### config.mk
export PLATFORM = sky130hd
export DESIGN_NAME = count_uart_tx_flat
export DESIGN_NICKNAME = d
export VERILOG_FILES = /design/src/rtl/count_uart_tx_if.sv /design/src/rtl/count_uart_tx.sv /design/src/flat_wrapper.sv
export SDC_FILE = /design/constraint.sdc
export NUM_CORES = 1
export LEC_CHECK = 0
export CORE_MARGIN = 2
export CORE_UTILIZATION = 58
export DETAILED_ROUTE_END_ITERATION = 8
export HOLD_SLACK_MARGIN = 0.05
export PLACE_DENSITY = 0.83
export SLEW_MARGIN = 10
export SYNTH_ARGS = -nofsm -noshare
export SYNTH_HDL_FRONTEND = slang
export SYNTH_SLANG_ARGS = --single-unit
### constraint.sdc
create_clock -name clk -period 5 [get_ports clk]
set_clock_uncertainty 0.05 [all_clocks]
set_input_delay 1 -clock clk [delete_from_list [all_inputs] [get_ports clk]]
set_output_delay 1 -clock clk [all_outputs]
set_load 0.05 [all_outputs]
### src/rtl/count_uart_tx_if.sv
`default_nettype none
// ============================================================================
// Module      : count_uart_tx_if
// Description : Byte handshake and serial-side status bundle for count_uart_tx.
// Revision    : 1.0 - initial release
// ============================================================================
interface count_uart_tx_if;
    logic [7:0] in_data;
    logic       in_valid;
    logic       in_ready;
    logic       tx;
    logic       busy;
    logic       frame_done;

    modport master (
        output in_data,
        output in_valid,
        input  in_ready,
        input  tx,
        input  busy,
        input  frame_done
    );

    modport slave (
        input  in_data,
        input  in_valid,
        output in_ready,
        output tx,
        output busy,
        output frame_done
    );
endinterface
`default_nettype wire

### src/rtl/count_uart_tx.sv
`default_nettype none
// ============================================================================
// Module      : count_uart_tx
// Description : 8N1 LSB-first UART transmitter; optional even parity bit
//               enabled by defining COUNT_UART_TX_PARITY_EN.
// Revision    : 1.0 - initial release
// ============================================================================
module count_uart_tx #(
    parameter int CLKS_PER_BIT = 16
) (
    input  wire logic      clk,
    input  wire logic      rst,
    count_uart_tx_if.slave bus
);

    localparam int                 c_cnt_w      = (CLKS_PER_BIT > 1) ? $clog2(CLKS_PER_BIT) : 1;
    localparam logic [c_cnt_w-1:0] c_last       = c_cnt_w'(CLKS_PER_BIT - 1);
    localparam logic               c_one_cycle  = (CLKS_PER_BIT == 1);

    typedef enum logic [2:0] {
        S_IDLE   = 3'd0,
        S_START  = 3'd1,
        S_DATA   = 3'd2,
`ifdef COUNT_UART_TX_PARITY_EN
        S_PARITY = 3'd4,
`endif
        S_STOP   = 3'd3
    } state_t;

    state_t               r_state;
    logic [c_cnt_w-1:0]   r_cnt;
    logic [2:0]           r_bit_idx;
    logic [7:0]           r_shreg;
    logic                 r_tx;
    logic                 r_busy;
    logic                 r_in_ready;
    logic                 r_frame_done;
`ifdef COUNT_UART_TX_PARITY_EN
    logic                 r_parity;
`endif

    logic w_accept;
    logic w_bit_end;
    logic w_pre_last;

    assign w_accept   = bus.in_valid && r_in_ready;
    assign w_bit_end  = (r_cnt == c_last);
    // Only evaluated when r_cnt < c_last, so the increment cannot overflow.
    assign w_pre_last = ((r_cnt + 1'b1) == c_last);

    always_ff @(posedge clk or posedge rst) begin
        if (rst) begin
            r_state      <= S_IDLE;
            r_cnt        <= '0;
            r_bit_idx    <= '0;
            r_shreg      <= '0;
            r_tx         <= 1'b1;
            r_busy       <= 1'b0;
            r_in_ready   <= 1'b1;
            r_frame_done <= 1'b0;
`ifdef COUNT_UART_TX_PARITY_EN
            r_parity     <= 1'b0;
`endif
        end else begin
            r_frame_done <= 1'b0;
            if (w_accept) begin
                // in_ready is only high in IDLE or the last stop cycle, so an
                // accept always starts a fresh start bit on the next cycle.
                r_state    <= S_START;
                r_cnt      <= '0;
                r_bit_idx  <= '0;
                r_shreg    <= bus.in_data;
                r_tx       <= 1'b0;
                r_busy     <= 1'b1;
                r_in_ready <= 1'b0;
`ifdef COUNT_UART_TX_PARITY_EN
                r_parity   <= ^bus.in_data;
`endif
            end else begin
                unique case (r_state)
                    S_IDLE: begin
                        r_tx       <= 1'b1;
                        r_busy     <= 1'b0;
                        r_in_ready <= 1'b1;
                    end
                    S_START: begin
                        if (w_bit_end) begin
                            r_state <= S_DATA;
                            r_cnt   <= '0;
                            r_tx    <= r_shreg[0];
                        end else begin
                            r_cnt <= r_cnt + 1'b1;
                        end
                    end
                    S_DATA: begin
                        if (w_bit_end) begin
                            r_cnt <= '0;
                            if (r_bit_idx == 3'd7) begin
`ifdef COUNT_UART_TX_PARITY_EN
                                r_state <= S_PARITY;
                                r_tx    <= r_parity;
`else
                                r_state      <= S_STOP;
                                r_tx         <= 1'b1;
                                r_frame_done <= c_one_cycle;
                                r_in_ready   <= c_one_cycle;
`endif
                            end else begin
                                r_bit_idx <= r_bit_idx + 3'd1;
                                r_shreg   <= {1'b0, r_shreg[7:1]};
                                r_tx      <= r_shreg[1];
                            end
                        end else begin
                            r_cnt <= r_cnt + 1'b1;
                        end
                    end
`ifdef COUNT_UART_TX_PARITY_EN
                    S_PARITY: begin
                        if (w_bit_end) begin
                            r_state      <= S_STOP;
                            r_cnt        <= '0;
                            r_tx         <= 1'b1;
                            r_frame_done <= c_one_cycle;
                            r_in_ready   <= c_one_cycle;
                        end else begin
                            r_cnt <= r_cnt + 1'b1;
                        end
                    end
`endif
                    S_STOP: begin
                        if (w_bit_end) begin
                            r_state    <= S_IDLE;
                            r_cnt      <= '0;
                            r_tx       <= 1'b1;
                            r_busy     <= 1'b0;
                            r_in_ready <= 1'b1;
                        end else begin
                            r_cnt <= r_cnt + 1'b1;
                            // Flag the final stop cycle one edge early so both
                            // outputs stay registered.
                            if (w_pre_last) begin
                                r_frame_done <= 1'b1;
                                r_in_ready   <= 1'b1;
                            end
                        end
                    end
                    default: begin
                        r_state    <= S_IDLE;
                        r_cnt      <= '0;
                        r_tx       <= 1'b1;
                        r_busy     <= 1'b0;
                        r_in_ready <= 1'b1;
                    end
                endcase
            end
        end
    end

    assign bus.tx         = r_tx;
    assign bus.busy       = r_busy;
    assign bus.in_ready   = r_in_ready;
    assign bus.frame_done = r_frame_done;

endmodule
`default_nettype wire

### src/flat_wrapper.sv
// flat-port wrapper written by rule: the top's interface ports become plain ports
module count_uart_tx_flat 
#(
    parameter int CLKS_PER_BIT = 16
)
  (clk, rst, bus_in_data, bus_in_valid, bus_in_ready, bus_tx, bus_busy, bus_frame_done);
  count_uart_tx_if bus_i ();
  input  wire logic clk;
  input  wire logic rst;
  input wire logic [$bits(bus_i.in_data)-1:0] bus_in_data;
  input wire logic [$bits(bus_i.in_valid)-1:0] bus_in_valid;
  output wire logic [$bits(bus_i.in_ready)-1:0] bus_in_ready;
  output wire logic [$bits(bus_i.tx)-1:0] bus_tx;
  output wire logic [$bits(bus_i.busy)-1:0] bus_busy;
  output wire logic [$bits(bus_i.frame_done)-1:0] bus_frame_done;
  assign bus_i.in_data = bus_in_data;
  assign bus_i.in_valid = bus_in_valid;
  assign bus_in_ready = bus_i.in_ready;
  assign bus_tx = bus_i.tx;
  assign bus_busy = bus_i.busy;
  assign bus_frame_done = bus_i.frame_done;
  count_uart_tx #(.CLKS_PER_BIT(CLKS_PER_BIT)) u_core (.clk(clk), .rst(rst), .bus(bus_i));
endmodule
==> flow_summary.yaml <==
placement:
  placed_cell_area_sq_mm: 0.00134
  place_congestion: 0.793
  portBuffers: 14
  hpwl_mm: 1.60
yosys:
  ys_types: 34
  netlist_area_sq_mm: 0.00120
  synth_nets: 143
  avgSynthCellArea_sq_um: 9.80
  synth_top_area_frac: 0.395
  synth_area_leader_cell: "dfrtp_1"
  synth_area_leaders: "dfrtp_1 (39%), ha_1 (9.3%), mux2i_1 (7.5%)"
  synth-seq-area-share: 0.438
  synth_cells: 123
  ys_ff_latch: 21
  yosys_warnings: 0
setup_path:
  worstSetupPathType: "reg -> out"
  cpPeakStageDelay_ns: 0.80
  critical_path_arrival_ns: 1.67
  critPathLaunch: "u_core.bus.in_ready"
  cp_max_fo: 4
  worstReg2RegEnd: "u_core.r_shreg[4]"
  path_delay_family: "buffers and inverters"
  cp_num_buf_inv: 1
  crit_end: "bus_in_ready"
  crit_path_end_kind: "output port"
  r2r_cells: 6
  crit_path_cell_trace: "clkdlybuf4s50_1"
  cp.required_ns: 3.95
  crit_path_start_kind: "register"
  slowest_stage: "clkdlybuf4s50_1"
  r2r-start: "u_core.r_bit_idx[0]"
  cp.depth: 1
  rrSetupSlack_ns: 2.99
cells_and_area:
  drive_above_1_share: 0.0735
  antenna_cells: 0
  final_area_sq_mm: 0.00137
  area_growth_pct: 13.6
  nets: 157
  nFillCells: 176
power_and_ir_drop:
  ir_worst_vdd_v: 0.000280
  p_per_area_mw_per_mm2: 499
  total_power_uw: 683
  leakage_nw: 0.583
sta:
  whs_ns: 0.498
  fin_setup_tns_ns: 0
  finalHoldViolations: 0
  timing.final.crit_period_ns: 2.72
  drv_slew: 0
  post-route-period-util: 0.543
  timing.fmax_mhz: 368
  rsz0062_at_grt: "false"
  relSlewSlack: 0.463
  report.final.setup_viol: 0
  worstMarginPinSlew_ns: 0.806
clocking:
  clk_latency_ns: 0.29
  cts_root_buffer: "clkbuf_4"
  clkTransAtPathRegs_ns: 0.12
  cts_tree: "done"
  cts_buffers: 3
  clock_sinks: 21
  ctsResizeCount: 0
  hold_buffers: 0
  cts_setup_buffers: 0
  clockBufferDepth: 2
  htree_num_levels: 1
routing:
  totalWireLength_mm: 2.19
  first_iter_violations: 26
  drt-wirelength-per-cell_um: 13.4
  via_per_inst: 5.76
  drc_errors: 0
  first_pass_iters: 4
  ant_nets: 0
  num_vias: 939
status:
  status: "finished, final reports clean"
grt:
  grt.overflow.total: 0
  first_global_vias: 886
  antenna_found_initial: 0
  grtUsageMet1: 0.253
  grt_pass1_wl_mm: 3.86
  grtUsageMet2: 0.347
  grt_most_used_layer: "met2"
  grt_start_max_net_pins: 26
  grtUsageTotal: 0.200
  use_met3: 0.0394
job:
  cap_violations: 0
floorplanning:
  start_util: 0.614
  die_w_um: 49.6
  std_cell_rows: 16
  die_h_um: 49.6
  io_pins: 15
  core-area_sq_mm: 0.00196
  die-area_sq_mm: 0.00246
hold_path:
  hp-class: "reg -> reg"
cell usage after synthesis:
cell      instances
nand3_1           2
or3_4             1
o311a_1           1
nor3_1            4
xnor2_1           1
dfrtp_1          19
a21o_2            1
dfstp_2           2
o31ai_1           1
nor3b_1           1
buf_12            1
a31oi_1           1
clkbuf_1          3
or3_1             1
nand2_1          13
and2_1            2
inv_1             6
mux2i_1           9
ha_1              9
nor2_1            8
a211oi_2          1
o21ai_1           7
buf_2             1
nor2b_4           1
a21oi_1          10
o21ai_0           8
nor2b_1           1
nand2b_1          2
a21o_1            1
and2b_1           1
nand3_4           1
a22oi_1           1
a32oi_1           1
nand4b_1          1
cell usage in the layout (no fill, tap or decap), types with 3 or more instances in the layout:
cell type        count
dfrtp_1             19
clkdlybuf4s50_1     14
nand2_1             13
a21oi_1             10
mux2i_1              9
ha_1                 9
nor2_1               8
o21ai_0              8
o21ai_1              7
inv_1                6
nor3_1               4
clkbuf_4             3
where the power goes:
part	switching [mW]	internal, mW
Sequential	0.0459	0.234
Clock	0.0497	0.0310
Combinational	0.191	0.132
Total	0.287	0.397
metrics by stage:
step                std cells  utilization  worst slack, ns
floorplan                 123            -             3.16
global placement          159        0.684             2.38
detailed placement        159        0.684             2.32
CTS                       163        0.698             2.28
global route              163        0.698             2.25
finish                    163        0.698             2.28
cell type report:
class / instances / area (sq um) / area share
Inverter: 6 / 22.5 / 0.0165
Tap cell: 27 / 33.8 / 0.0247
Clock buffer: 4 / 26.3 / 0.0192
Sequential cell: 21 / 528 / 0.386
Multi-Input combinational cell: 91 / 618 / 0.452
Timing Repair Buffer: 14 / 140 / 0.102
cell families (layout without fill, tap and decap cells):
kind of cell / after synthesis / count (layout) / share of synthesized area
flip-flops: 21 / 21 / 0.438
adder cells (fa/ha/maj): 9 / 9 / 0.0935
XOR/XNOR: 1 / 1 / 0.00727
AND/OR/NAND/NOR: 39 / 39 / 0.177
AO/OA/AOI/OAI: 33 / 33 / 0.161
multiplexers: 9 / 9 / 0.0748
buffers and inverters: 11 / 24 / 0.0488
worst min-delay path by stage:
stage                              from  cells past startpoint  slack (ns)                  end
floorplan           u_core.r_bit_idx[1]                      2        0.44  u_core.r_bit_idx[1]
global placement    u_core.r_bit_idx[1]                      2        0.46  u_core.r_bit_idx[1]
detailed placement        u_core.bus.tx                      2        0.47        u_core.bus.tx
CTS                       u_core.bus.tx                      2        0.50        u_core.bus.tx
global route          u_core.r_shreg[7]                      2        0.52    u_core.r_shreg[7]
finish                    u_core.bus.tx                      2        0.50        u_core.bus.tx
state kept, by name, indices dropped and copies added (netlist names):
signal and count:
u_core.r_shreg 8, u_core.r_cnt 4, u_core.r_bit_idx 3, u_core.r_state 2, u_core.bus.busy 1, u_core.bus.frame_done 1, u_core.bus.in_ready 1, u_core.bus.tx 1
metal layers:
layer	vias up	routed length (um)
met5	-	0
met4	0	4
met2	28	1140
met3	2	101
met1	456	949
li1	453	-
No activity file was read; power rests on OpenSTA's default activity.
